<file path="config.mk">
export PLATFORM = sky130hd
export DESIGN_NAME = io_load_sequencer
export DESIGN_NICKNAME = d
export VERILOG_FILES = /design/src/rtl/io_seq_pkg.sv /design/src/rtl/io_seq_watchdog.sv /design/src/rtl/io_load_sequencer.sv
export SDC_FILE = /design/constraint.sdc
export NUM_CORES = 1
export LEC_CHECK = 0
export CAP_MARGIN = 5
export CORE_ASPECT_RATIO = 0.5
export CORE_UTILIZATION = 55
export CTS_CLUSTER_SIZE = 25
export DETAILED_ROUTE_END_ITERATION = 16
export GPL_TIMING_DRIVEN = 0
export PLACE_DENSITY = 0.77
export SETUP_SLACK_MARGIN = 0.02
export SYNTH_ARGS = -nofsm -noshare
export SYNTH_HDL_FRONTEND = slang
export SYNTH_SLANG_ARGS = --single-unit
</file>
<file path="constraint.sdc">
create_clock -name clk -period 7.5 [get_ports clk]
set_clock_uncertainty 0.05 [all_clocks]
set_input_delay 1.125 -clock clk [delete_from_list [all_inputs] [get_ports clk]]
set_output_delay 1.125 -clock clk [all_outputs]
set_load 0.02 [all_outputs]
</file>
<file path="src/rtl/io_seq_pkg.sv">
// io_seq_pkg: shared state encoding and default sizes for the IO load sequencer.
package io_seq_pkg;
   localparam int ADDR_W_DEF  = 16;
   localparam int CNT_W_DEF   = 16;
   localparam int TIMEOUT_DEF = 1024;
   typedef enum logic [1:0] {IDLE, DECOMP, DMA, FINISH} state_t;
endpackage

</file>
<file path="src/rtl/io_seq_watchdog.sv">
// io_seq_watchdog: counts waiting cycles and flags expiry on the LIMIT-th one.
module io_seq_watchdog #(
   parameter int LIMIT = 1024
) (
   input  logic clk,
   input  logic rst,
   input  logic clr,
   output logic expired
);
   localparam int W = $clog2(LIMIT + 1);
   logic [W-1:0] cnt;
   assign expired = ~clr & (cnt == W'(LIMIT - 1));
   always_ff @(posedge clk or posedge rst)
      if (rst) cnt <= '0;
      else     cnt <= clr ? '0 : cnt + 1'b1;
endmodule

</file>
<file path="src/rtl/io_load_sequencer.sv">
// io_load_sequencer: single-clock FSM driving decompressor/DMA per word for IO loads.
// Define IO_SEQ_TIMEOUT_EN to abort stalled waits after TIMEOUT cycles.
module io_load_sequencer
   import io_seq_pkg::*;
#(
   parameter int ADDR_W  = ADDR_W_DEF,
   parameter int CNT_W   = CNT_W_DEF,
   parameter int TIMEOUT = TIMEOUT_DEF
) (
   input  logic              clk,
   input  logic              rst,
   input  logic              interrupt,
   input  logic              load,
   input  logic              cnn_img,
   input  logic [CNT_W-1:0]  len,
   input  logic [ADDR_W-1:0] base_addr,
   output logic              decomp_en,
   input  logic              decomp_done,
   output logic              dma_en,
   output logic [ADDR_W-1:0] dma_addr,
   input  logic              dma_done,
   output logic              io_if_en,
   output logic              busy,
   output logic              done,
   output logic              error
);
   state_t            state;
   logic              prev_int, img_q, expired;
   logic [CNT_W-1:0]  len_q, count, cnt_nx;
   logic [ADDR_W-1:0] base_q;
   wire int_edge = interrupt & ~prev_int;
   wire waiting  = (state == DECOMP) | (state == DMA);
   wire accepted = (state == DECOMP & decomp_done) | (state == DMA & dma_done);
   assign cnt_nx = count + 1'b1;
`ifdef IO_SEQ_TIMEOUT_EN
   io_seq_watchdog #(.LIMIT(TIMEOUT)) u_watchdog (
      .clk     (clk),
      .rst     (rst),
      .clr     (~waiting | accepted),
      .expired (expired)
   );
`else
   // Never true; keeps TIMEOUT referenced when the watchdog is absent.
   assign expired = TIMEOUT < 0;
`endif
   always_ff @(posedge clk or posedge rst)
      if (rst) begin
         state     <= IDLE;
         prev_int  <= 1'b0;
         img_q     <= 1'b0;
         len_q     <= '0;
         base_q    <= '0;
         count     <= '0;
         dma_addr  <= '0;
         decomp_en <= 1'b0;
         dma_en    <= 1'b0;
         io_if_en  <= 1'b0;
         busy      <= 1'b0;
         done      <= 1'b0;
         error     <= 1'b0;
      end else begin
         prev_int <= interrupt;
         io_if_en <= (state == IDLE) & interrupt & ~load;
         done     <= 1'b0;
         error    <= 1'b0;
         case (state)
            IDLE: begin
               busy <= 1'b0;
               if (int_edge & load) begin
                  img_q  <= cnn_img;
                  len_q  <= len;
                  base_q <= base_addr;
                  count  <= '0;
                  busy   <= 1'b1;
                  if (len == '0) state <= FINISH;
                  else if (cnn_img) begin
                     state     <= DECOMP;
                     decomp_en <= 1'b1;
                  end else begin
                     state    <= DMA;
                     dma_en   <= 1'b1;
                     dma_addr <= base_addr;
                  end
               end
            end
            DECOMP:
               if (decomp_done) begin
                  state     <= DMA;
                  decomp_en <= 1'b0;
                  dma_en    <= 1'b1;
                  dma_addr  <= base_q + ADDR_W'(count);
               end else if (expired) begin
                  state     <= IDLE;
                  decomp_en <= 1'b0;
                  error     <= 1'b1;
               end
            DMA:
               if (dma_done) begin
                  count <= cnt_nx;
                  if (cnt_nx == len_q) begin
                     state  <= FINISH;
                     dma_en <= 1'b0;
                  end else if (img_q) begin
                     state     <= DECOMP;
                     dma_en    <= 1'b0;
                     decomp_en <= 1'b1;
                  end else dma_addr <= base_q + ADDR_W'(cnt_nx);
               end else if (expired) begin
                  state  <= IDLE;
                  dma_en <= 1'b0;
                  error  <= 1'b1;
               end
            FINISH: begin
               done  <= 1'b1;
               state <= IDLE;
            end
            default: state <= IDLE;
         endcase
      end
endmodule

</file>
== After elaboration in Yosys (flattened, before gate mapping) ==
Index checks and enable logic that the tools add are counted.
Word-level totals
  bits in registers: 73
  output and inout port bits: 22
Cells by class
  add/subtract/negate cells: 3
  equality and inequality tests: 14
  mux-type cells: 37
  bitwise gates (word level): 6
  reductions and logical operators: 10
Operator list (count)
  $mux 16: 9
  $pmux 16 s3: 1
  $add 16x16->16: 2
  $pmux 16 s2: 1
  $add 16x1->16 const B: 1
  $eq 16x16->1: 1
  $logic_not 16->1: 1
  $mux 1: 16
  $ne 2x2->1 const B: 8
  $reduce_and 8->1: 2
  $mux 2: 7
  $pmux 2 s4: 1
  $reduce_and 7->1: 1
  $pmux 1 s3: 2
  $and 1x1->1: 4
  $eq 2x2->1 const B: 2
  $reduce_and 4->1: 1
  $ne 3x2->1 const B: 1
  $reduce_and 3->1: 1
  $reduce_bool 3->1: 1
  $eq 2x1->1 const B: 1
  $logic_not 2->1: 1
  $ne 2x1->1 const B: 1
  $not 1->1: 2
  2 further kinds: 2

== Logic depth before layout (Yosys ltp) ==
Gate-level depths: netlist (run 1).
  depth in word-level cells: 6
  depth in mapped cells: 15

== Least setup slack after synthesis (run 1) ==
No wires, ideal clock.
  kind: register to register
  start point: reg state[0]
  end point: reg dma_addr[12]
  setup time: 0.125 ns
  arrival: 3.212 ns
  required time: 7.325 ns
  slack: 4.113 ns
  cell stages (with the launch flop): 14
  clock period less this slack: 3.387 ns
  path through: dfrtp_1 > inv_1 > ha_1 > clkbuf_1 > clkbuf_1 > o21ai_0 > fa_1 > a21o_1 > a32o_1 > o2111ai_1 > a311o_1 > xnor2_1 > mux2_2 > mux2_4
Between the ends
  cells in the longest elaborated chain, start to end: 3
  elaborated cells between the ends (all ways): 13
Ends and longest elaborated chain
  start, declared: line io_load_sequencer.sv:27  | state_t state;
  start signal, assigned: line io_load_sequencer.sv:48  | state <= IDLE;
  start signal, assigned: line io_load_sequencer.sv:75  | if (len == '0) state <= FINISH;
  start signal, assigned: line io_load_sequencer.sv:77  | state <= DECOMP;
  $eq 2x2->1 (tied with other cells): line io_load_sequencer.sv:66  | case (state)
  $ne 2x2->1 (no source line) (tied with other cells)
  $reduce_and 8->1 (no source line)
  end signal, assigned: line io_load_sequencer.sv:82  | dma_addr <= base_addr;
  end signal, assigned: line io_load_sequencer.sv:91  | dma_addr <= base_q + ADDR_W'(count);
  end signal, assigned: line io_load_sequencer.sv:107  | end else dma_addr <= base_q + ADDR_W'(cnt_nx);
  end, declared: line io_load_sequencer.sv:20  | output logic [ADDR_W-1:0] dma_addr,
Several ways; a longest one is shown, not always the timed one.
A chain may end at the register's enable or synchronous reset.

== Final worst setup path (run 1) ==
Same ends and word-level chain as after synthesis.

==> impl_metrics.csv, run 1 <==
group,metric,value,unit
routing,num_vias,3944,
placement,gp_congestion,0.931,
logic_synthesis,netlist_instances,481,
worst_setup_path,start_kind,"flip-flop",
cts,cts_resized,0,
worst_setup_path,reg2regPathDepth,14,
sta,rsz0062_at_grt,"false",
floorplanning,die_h,68.5,um
global_route,grt_pass1_vias,3691,
cts,root_buffer,"clkbuf_16",
sta,post-route-period-util,57.5,%
worst_setup_path,startpoint,"state[0]",
hold_path,whs_path_depth,1,
routing,drt_wl_total,11800,um
power_and_ir_drop,seqPwrFrac,28.1,%
floorplanning,initial_utilization,58.6,%
placement,dpl.hpwl,8580,um
layout,layout_common_cells,"dfrtp_1, clkdlybuf4s50_1, mux2_2",
power_and_ir_drop,p_int,1.48,mW
hold_path,hp-start,"dma_en",
global_route,grt_pass1_wl,18800,um
hold_path,whs_endpoint,"dma_en",
logic_synthesis,syn-cell-area,4860,um2
placement,io_buffers,59,
floorplanning,die_w,135,um
floorplanning,core,8290,um2
worst_setup_path,crit_path_end_kind,"flip-flop",
worst_setup_path,reg2reg_slack,3.19,ns
cts,clock_latency,0.34,ns
worst_setup_path,cp.arrival,4.48,ns
logic_synthesis,yosysUniqueCellTypes,62,
logic_synthesis,synth_nets,547,
cts,clk_path_buf_depth,2,
power_and_ir_drop,p_sw_share,37.5,%
logic_synthesis,avgSynthCellArea,10.1,um2
layout,area_growth_syn_to_layout,22.7,%
layout,diodes,0,
sta,maxSlewViolCount,0,
sta,timing.hold.ws,0.452,ns
cts,htreeDepth,3,
layout,drive_above_1_share,16.2,%
hold_path,hp-class,"reg2reg",
sta,worst_pin_slew,0.738,ns
floorplanning,pin_count,61,
global_route,grt.overflow.total,0,
worst_setup_path,r2r_start,"state[0]",
cts,cts_buffers,9,
sta,fmax,232,MHz
power_and_ir_drop,powerDensity,397,nW/um2
floorplanning,row_count,23,
power_and_ir_drop,ir_drop,0.207,mV
sta,tns,0,ns
worst_setup_path,timing.rr.end,"dma_addr[12]",
layout,final_common_cell,"dfrtp_1",
routing,antenna_left,0,
logic_synthesis,ys_seq_area_share,37.6,%
logic_synthesis,yosysWarnings,0,
logic_synthesis,synthArstFlopShare,100,%
layout,final_nets,618,
cts,cts_tree,"built",
logic_synthesis,synth_flop_cell,"dfrtp_1",
power_and_ir_drop,clockPowerShare,20.6,%
routing,avgRoutedWirePerCell,17.6,um
routing,drt-initial-drc-count,263,
worst_setup_path,crit_type,"reg2reg",
logic_synthesis,synth_edf_count,0,
routing,drtPass1Iterations,5,
run,cap_violations,0,
routing,vias_per_cell,5.90,
sta,fin_crit,4.31,ns
power_and_ir_drop,p_switching,889,uW
run_status,status,"finished, final reports clean",
logic_synthesis,ys_seq_elements,73,
worst_setup_path,critPathMaxFanout,10,
sta,setup_violations,0,
cts,clkTransAtPathRegs,0.06,ns
power_and_ir_drop,combPwrFrac,51.3,%
cts,cts_hold_buf,0,
cts,cts_sinks,73,
global_route,grt_max_degree,56,
floorplanning,fp.dieArea,9240,um2
cts,post_cts_buffers,0,
power_and_ir_drop,total_leakage_power,2.58,nW
routing,route.detailed.drc,0,
sta,slew_headroom,50.8,%
worst_setup_path,crit_required,7.67,ns
sta,hold_viol_final,0,
global_route,grt_usage,27.6,%
global_route,antenna_found_initial,0,
layout make-up:
cell class,count,area [um2]
flip-flops and latches,73,1830
clock inverters,4,73.8
plain buffers,28,129
inverters,16,62.6
repair buffers,60,618
clock buffers,12,267
fillers,616,2330
multi-input cells,364,2840
well taps,112,140
worst max path at each step:
stage                   end  slack [ns]  cells after the start
2_1_floorplan  dma_addr[12]        4.11                     13
3_3_place_gp       len_q[5]        3.21                      2
3_5_place_dp   dma_addr[12]        3.38                     14
4_1_cts        dma_addr[12]        3.35                     14
5_1_grt        dma_addr[12]        3.09                     14
6_report       dma_addr[12]        3.19                     14
metal layers:
layer	up-vias	routed length, um	GRT usage [%]
met5	-	0	0
met3	14	686	6.74
met1	1928	5760	37.5
met4	0	121	6.04
met2	101	5230	44.9
li1	1901	-	-
critical path, stage by stage, from the launching register on:
cell       delay (ns)
dfrtp_1          0.40
inv_1            0.15
ha_1             0.20
clkbuf_1         0.31
clkbuf_1         0.46
nand3_1          0.17
xnor2_1          0.49
ha_1             0.38
and3_1           0.18
a32o_1           0.25
o2111ai_1        0.31
a311o_1          0.24
xnor2_1          0.08
mux2_2           0.26
mux2_4           0.26
power by group through the flow:
stage,registers [mW],logic (mW),clock network (mW)
final,0.665,1.22,0.487
after global routing,0.686,1.32,0.512
after CTS,0.665,1.22,0.494
after detailed placement,0.669,1.21,0
after global placement,0.665,1.17,0
after floorplan,0.709,0.821,0
stage by stage:
stage / cells / setup WS (ns) / cell area (um2) / power (mW) / utilization (%)
after floorplan: 481 / 4.11 / 4860 / 1.53 / -
after global placement: 652 / 3.21 / 5590 / 1.84 / 67.4
after detailed placement: 653 / 3.38 / 5620 / 1.87 / 67.8
after CTS: 669 / 3.35 / 5960 / 2.38 / 71.9
after global routing: 669 / 3.09 / 5960 / 2.52 / 71.9
final: 669 / 3.19 / 5960 / 2.37 / 71.9
kinds of logic (layout without fill, tap and decap cells):
group / count (synthesis) / in the layout / synth area share, %
flops: 73 / 73 / 37.6
compound gates: 106 / 106 / 14.9
mux: 64 / 64 / 15.5
simple gates: 120 / 120 / 12.6
xor+xnor: 46 / 46 / 8.29
other cells: 1 / 1 / 0.0772
buf+inv: 44 / 120 / 3.89
fa+ha+maj: 27 / 27 / 7.11
state kept, by name, indices dropped and copies added, names as in the netlist:
signal,flops
base_q,16
busy,1
count,16
decomp_en,1
dma_addr,16
dma_en,1
done,1
img_q,1
io_if_en,1
len_q,16
prev_int,1
state,2
cell usage after synthesis (2+ instances only):
cell type,number,area share [%]
ha_1,26,6.7
a211o_1,3,0.54
nand2b_1,2,0.26
o31ai_1,3,0.46
mux2_4,10,3.1
o21a_1,4,0.62
a21o_1,5,0.77
buf_4,4,0.62
or3_1,5,0.64
nor4_1,7,0.90
buf_1,2,0.15
o31a_1,2,0.36
o2bb2ai_1,2,0.36
xor2_1,16,2.9
nor2_1,20,1.5
and3_1,6,0.77
a31oi_1,3,0.39
and4_1,2,0.36
nor3_1,16,1.6
o21ai_0,28,2.9
mux2_2,51,12
nand2_1,32,2.5
a2bb2oi_1,2,0.36
o221ai_1,2,0.36
nand4_1,6,0.77
o22ai_1,2,0.26
mux2i_1,3,0.62
nor2b_1,2,0.26
a22o_1,7,1.3
a21oi_1,24,2.5
dfrtp_1,73,38
inv_1,16,1.2
clkbuf_1,20,1.5
nand3_1,16,1.6
xnor2_1,30,5.4
a211oi_1,3,0.46
(Power assumes the default switching activity.)
==> inputs of run 2 (changes only) <==
Settings changed: CORE_UTILIZATION 55 to 51, PLACE_DENSITY 0.77 to 0.75.
Clock period 7.5 ns to 3.91 ns, I/O delays scaled along.
==> run 2 against run 1 <==
  * Critical path depth stayed put
  * First-iteration DRC count is 14% higher
  * Sequential share of layout area is 0.23 points higher
  * Register-to-register slack worse by 3.0 ns
  * Power is 87% higher
  * Setup slack worse by 3.0 ns
  * Worst hold slack worse by 0.014 ns
  * Cell count is 0.45% higher
  * Non-clock buffer count is 2 lower
  * Core utilization is 5.9 points lower
  * Critical endpoint unchanged
==> impl_metrics.csv, run 2 (synthesized netlist as in run 1, its figures left out) <==
group,metric,value,unit
layout,seq_area,1830,um2
layout,final_cells,672,
hold_path,hp-class,"reg2reg",
worst_setup_path,startpoint,"state[0]",
cts,htreeDepth,3,
placement,io_buffers,59,
sta,setup_violations,0,
worst_setup_path,worstPathCellList,"inv_1 -> ha_1 -> buf_2 -> clkbuf_4 -> nand3_1 -> xnor2_2 -> ha_1 -> and3_1 -> a32o_1 -> o2111ai_2 -> a311o_1 -> xnor2_1 -> mux2_2 -> mux2_4",
layout,layout_common_cells,"dfrtp_1, clkdlybuf4s50_1, mux2_2",
worst_setup_path,crit_path_end_kind,"flip-flop",
routing,drt-initial-drc-count,299,
routing,num_vias,3896,
power_and_ir_drop,powerDensity,747,nW/um2
sta,slew_headroom,51.5,%
cts,root_buffer,"clkbuf_16",
layout,diodes,0,
routing,avgRoutedWirePerCell,17.4,um
cts,cts_buffers,9,
worst_setup_path,reg2regPathDepth,14,
power_and_ir_drop,ir_drop,0.356,mV
power_and_ir_drop,total_leakage_power,2.56,nW
worst_setup_path,crit_path_frequent_cell,"ha_1",
sta,hold_viol_final,0,
hold_path,whs_endpoint,"dma_en",
routing,drtPass1Iterations,5,
layout,multiInputGateArea,2860,um2
global_route,grt_max_degree,45,
power_and_ir_drop,design_power_total,4.42,mW
cts,cts_sinks,73,
floorplanning,core,8980,um2
worst_setup_path,crit_required,4.09,ns
floorplanning,fp.dieArea,9940,um2
cts,clock_latency,0.34,ns
placement,gp_congestion,0.932,
layout,fillerInstances,737,
worst_setup_path,critical-path-max-stage-delay,0.40,ns
placement,dpl.hpwl,8650,um
sta,post-route-period-util,96.3,%
layout,final_common_cell,"dfrtp_1",
global_route,grt.overflow.total,0,
worst_setup_path,r2r_start,"state[0]",
routing,route.detailed.drc,0,
sta,worst_pin_slew,0.728,ns
run,cap_violations,0,
sta,timing.hold.ws,0.438,ns
routing,drt_wl_total,11700,um
run_status,status,"finished, final reports clean",
sta,fin_crit,3.77,ns
layout,area_growth_syn_to_layout,21.9,%
global_route,grt_pass1_wl,19400,um
sta,rsz0062_at_grt,"false",
hold_path,hp-start,"dma_en",
worst_setup_path,cp.arrival,3.94,ns
global_route,grt_pass1_vias,3914,
worst_setup_path,cpMaxStageDelayCell,"dfrtp_1",
hold_path,whs_path_depth,1,
floorplanning,initial_utilization,54.1,%
worst_setup_path,start_kind,"flip-flop",
worst_setup_path,crit_type,"reg2reg",
floorplanning,row_count,24,
worst_setup_path,reg2reg_slack,0.14,ns
worst_setup_path,critPathMaxFanout,10,
sta,maxSlewViolCount,0,
global_route,antenna_found_initial,0,
layout,drive_above_1_share,17.5,%
cts,cts_hold_buf,0,
global_route,grt_usage,25.4,%
layout,final_nets,616,
cts,clkTransAtPathRegs,0.06,ns
floorplanning,die_w,140,um
floorplanning,pin_count,61,
sta,tns,0,ns
routing,antenna_left,0,
sta,fmax,265,MHz
cts,cts_tree,"built",
cts,clk_path_buf_depth,2,
floorplanning,die_h,71.0,um
routing,vias_per_cell,5.80,
layout,fin_util,66.0,%
placement,dp.cells,658,
worst_setup_path,timing.rr.end,"dma_addr[12]",
## run 2: changes by cell type in the layout (fill, tap and decap cells not counted), sizes merged
cell / before / now
clkinv: 2 / 3
bufinv: 2 / 0
buf: 9 / 10
clkbuf: 32 / 30
## run 2: repair_timing
action,in CTS,in global routing
buffers inserted,0,0
setup endpoints to repair,9,7
pin swaps,0,1
resized for setup,4,9
## run 2: stage by stage
stage	worst slack (ns)	area, um2
detailed placement	-0.302	5630
global placement	-0.234	5600
CTS	0.0447	5910
global route	0.0183	5920
finish	0.143	5920
floorplan	0.523	4860
## run 2: where the power goes
group,leakage [nW],switching [mW],internal [mW]
Clock,0.139,0.307,0.461
Combinational,1.51,1.20,1.18
Sequential,0.911,0.211,1.07
## run 2: layout make-up
class / instances / area share, %
clock inverters: 3 / 0.253
multi-input cells: 364 / 48.4
flip-flops and latches: 73 / 30.9
clock buffers: 13 / 4.39
inverters: 16 / 1.06
well taps: 117 / 2.47
plain buffers: 26 / 2.15
repair buffers: 60 / 10.4
## run 2: worst max path at each step
| stage | depth (start not counted) | to |
|---|---|---|
| final | 14 | dma_addr[12] |
| after global routing | 14 | dma_addr[12] |
| after CTS | 13 | dma_addr[15] |
| after detailed placement | 14 | dma_addr[12] |
| after global placement | 14 | dma_addr[12] |
| after floorplan | 13 | dma_addr[12] |
## run 2: critical path, delay by kind of cell (launching register included)
kind | cells | cell delay (ns)
AO/OA/AOI/OAI | 3 | 0.71
buffers and inverters | 3 | 0.62
adder cells (fa/ha/maj) | 2 | 0.59
multiplexers | 2 | 0.51
XOR/XNOR | 2 | 0.43
flip-flops | 1 | 0.40
AND/OR/NAND/NOR | 2 | 0.33
## run 2: per-layer routing
| layer | GRT usage, % | wire, um |
|---|---|---|
| met4 | 6.84 | 124 |
| met2 | 39.7 | 5030 |
| met5 | 0 | 0 |
| met1 | 36.1 | 6010 |
| met3 | 5.15 | 532 |
==> inputs of run 3 (changes only) <==
Settings changed: GPL_TIMING_DRIVEN 0 to not set, MAX_ROUTING_LAYER set to met4.
==> run 3 against run 2 <==
  * Critical path depth shrank 3
  * Combinational power down 3%
  * Cell area decreased by 1.2%
  * Register-to-register slack improved by 0.11 ns
  * Sequential power is essentially flat
  * Core utilization fell by 0.82 points
  * Global-route usage fell by 0.71 points
  * Clock power is 7.6% higher
  * Cell count is 2.7% lower
  * Clock-buffer cell count shrank 1
==> impl_metrics.csv, run 3 (synthesized netlist as in run 1, its figures left out) <==
group,metric,value,unit
routing,drt_wl_total,11300,um
worst_setup_path,reg2regPathDepth,11,
worst_setup_path,worst-path-stages,11,
hold_path,whs_path_depth,1,
power_and_ir_drop,p_sw_share,37.7,%
sta,fmax,274,MHz
worst_setup_path,cpMaxStageDelayCell,"dfrtp_1",
power_and_ir_drop,design_power_total,4.43,mW
floorplanning,die_w,140,um
worst_setup_path,crit_type,"reg2reg",
global_route,grt_pass1_vias,3596,
layout,final_nets,599,
worst_setup_path,critical-path-max-stage-delay,0.61,ns
placement,dp.cells,639,
cts,cts_buffers,9,
sta,setup_ws,0.257,ns
power_and_ir_drop,p_int,2.76,mW
placement,gp_congestion,0.935,
power_and_ir_drop,combPwrFrac,52.3,%
cts,root_buffer,"clkbuf_16",
global_route,grt_max_degree,32,
power_and_ir_drop,p_switching,1.67,mW
layout,fillerInstances,739,
sta,maxSlewViolCount,0,
layout,diodes,0,
layout,layout_common_cells,"dfrtp_1, clkdlybuf4s50_1, mux2_2",
layout,final_common_cell,"dfrtp_1",
floorplanning,initial_utilization,54.1,%
floorplanning,fp.dieArea,9940,um2
sta,fin_crit,3.65,ns
routing,drt-initial-drc-count,307,
cts,cts_hold_buf,0,
cts,post_cts_buffers,0,
cts,clkTransAtPathRegs,0.06,ns
floorplanning,die_h,71.0,um
worst_setup_path,start_kind,"flip-flop",
layout,area_growth_syn_to_layout,20.4,%
routing,vias_per_cell,5.85,
worst_setup_path,cp_top_family,"compound AO/OA/AOI/OAI gates",
power_and_ir_drop,powerDensity,758,nW/um2
sta,setup_violations,0,
routing,antenna_left,0,
sta,worst_pin_slew,0.973,ns
sta,tns,0,ns
sta,post-route-period-util,93.4,%
cts,htreeDepth,3,
global_route,grt_usage,24.7,%
sta,hold_viol_final,0,
routing,met3_length,600,um
placement,place_ws,0.343,ns
cts,cts_tree,"built",
routing,top_layer,"met4",
routing,route.detailed.drc,0,
power_and_ir_drop,seqPwrFrac,29.1,%
worst_setup_path,path_buf_inv,0,
power_and_ir_drop,ir_drop,0.368,mV
routing,avgRoutedWirePerCell,17.2,um
sta,slew_headroom,35.1,%
worst_setup_path,crit_required,4.08,ns
routing,route.met2.wl,4740,um
routing,drtPass1Iterations,5,
global_route,grt_pass1_wl,18300,um
worst_setup_path,critPathMaxFanout,12,
run,cap_violations,0,
placement,io_buffers,59,
cts,cts_sinks,73,
floorplanning,row_count,24,
run_status,status,"finished, final reports clean",
power_and_ir_drop,clockPowerShare,18.6,%
worst_setup_path,cp.arrival,3.82,ns
routing,num_vias,3826,
layout,fin_util,65.1,%
worst_setup_path,worstPathCellList,"and4_1 -> nand3_1 -> xnor2_1 -> ha_1 -> and3_1 -> a32o_1 -> o2111ai_1 -> a311o_1 -> xnor2_1 -> mux2_2 -> mux2_4",
cts,cts_resized,0,
worst_setup_path,crit_path_end_kind,"flip-flop",
cts,clock_latency,0.33,ns
global_route,grt.overflow.total,0,
global_route,antenna_found_initial,0,
layout,drive_above_1_share,17.5,%
hold_path,hp-class,"reg2reg",
power_and_ir_drop,total_leakage_power,2.53,nW
worst_setup_path,crit_path_frequent_cell,"xnor2_1",
floorplanning,pin_count,61,
sta,rsz0062_at_grt,"false",
placement,dpl.hpwl,8130,um
layout,final_cells,654,
floorplanning,core,8980,um2
routing,wl_met1,5810,um
cts,clk_path_buf_depth,2,
==> run 3: routing by layer <==
metal  vias to the layer above  GRT usage (%)
met5                         -              -
met4                         0           5.86
met3                        12           5.75
met2                       107           34.9
met1                      1850           35.5
li1                       1857              -
==> run 3: worst paths after layout <==
path / startpoint / to / slack, ns
min in group asynchronous: rst / dma_addr[12] / 0.55
setup reg to reg: count[2] / dma_addr[12] / 0.26
hold reg to reg: dma_en / dma_en / 0.44
hold / removal: dma_en / dma_en / 0.44
max in group asynchronous: rst / len_q[6] / 2.46
setup / recovery: count[2] / dma_addr[12] / 0.26
==> run 3: cell type report <==
type / instances / area [um2] / area share (%)
Clock buffer: 12 / 256 / 4.39
Clock inverter: 3 / 40.0 / 0.684
Inverter: 16 / 60.1 / 1.03
Multi-Input combinational cell: 364 / 2850 / 48.8
Sequential cell: 73 / 1830 / 31.2
Tap cell: 117 / 146 / 2.50
Timing Repair Buffer: 69 / 666 / 11.4
==> run 3: power groups by stage <==
stage | clock network [mW] | registers (mW) | logic (mW)
after floorplan | 0 | 1.36 | 1.58
after global placement | 0 | 1.29 | 2.25
after detailed placement | 0 | 1.29 | 2.29
after CTS | 0.837 | 1.29 | 2.31
after global routing | 0.871 | 1.33 | 2.51
final | 0.826 | 1.29 | 2.32
==> run 3: metrics by stage <==
step	cell area [um2]	hold slack [ns]
final	5850	0.439
after global routing	5850	0.473
after CTS	5840	0.446
after detailed placement	5550	0.427
after global placement	5550	0.431
after floorplan	4860	0.436
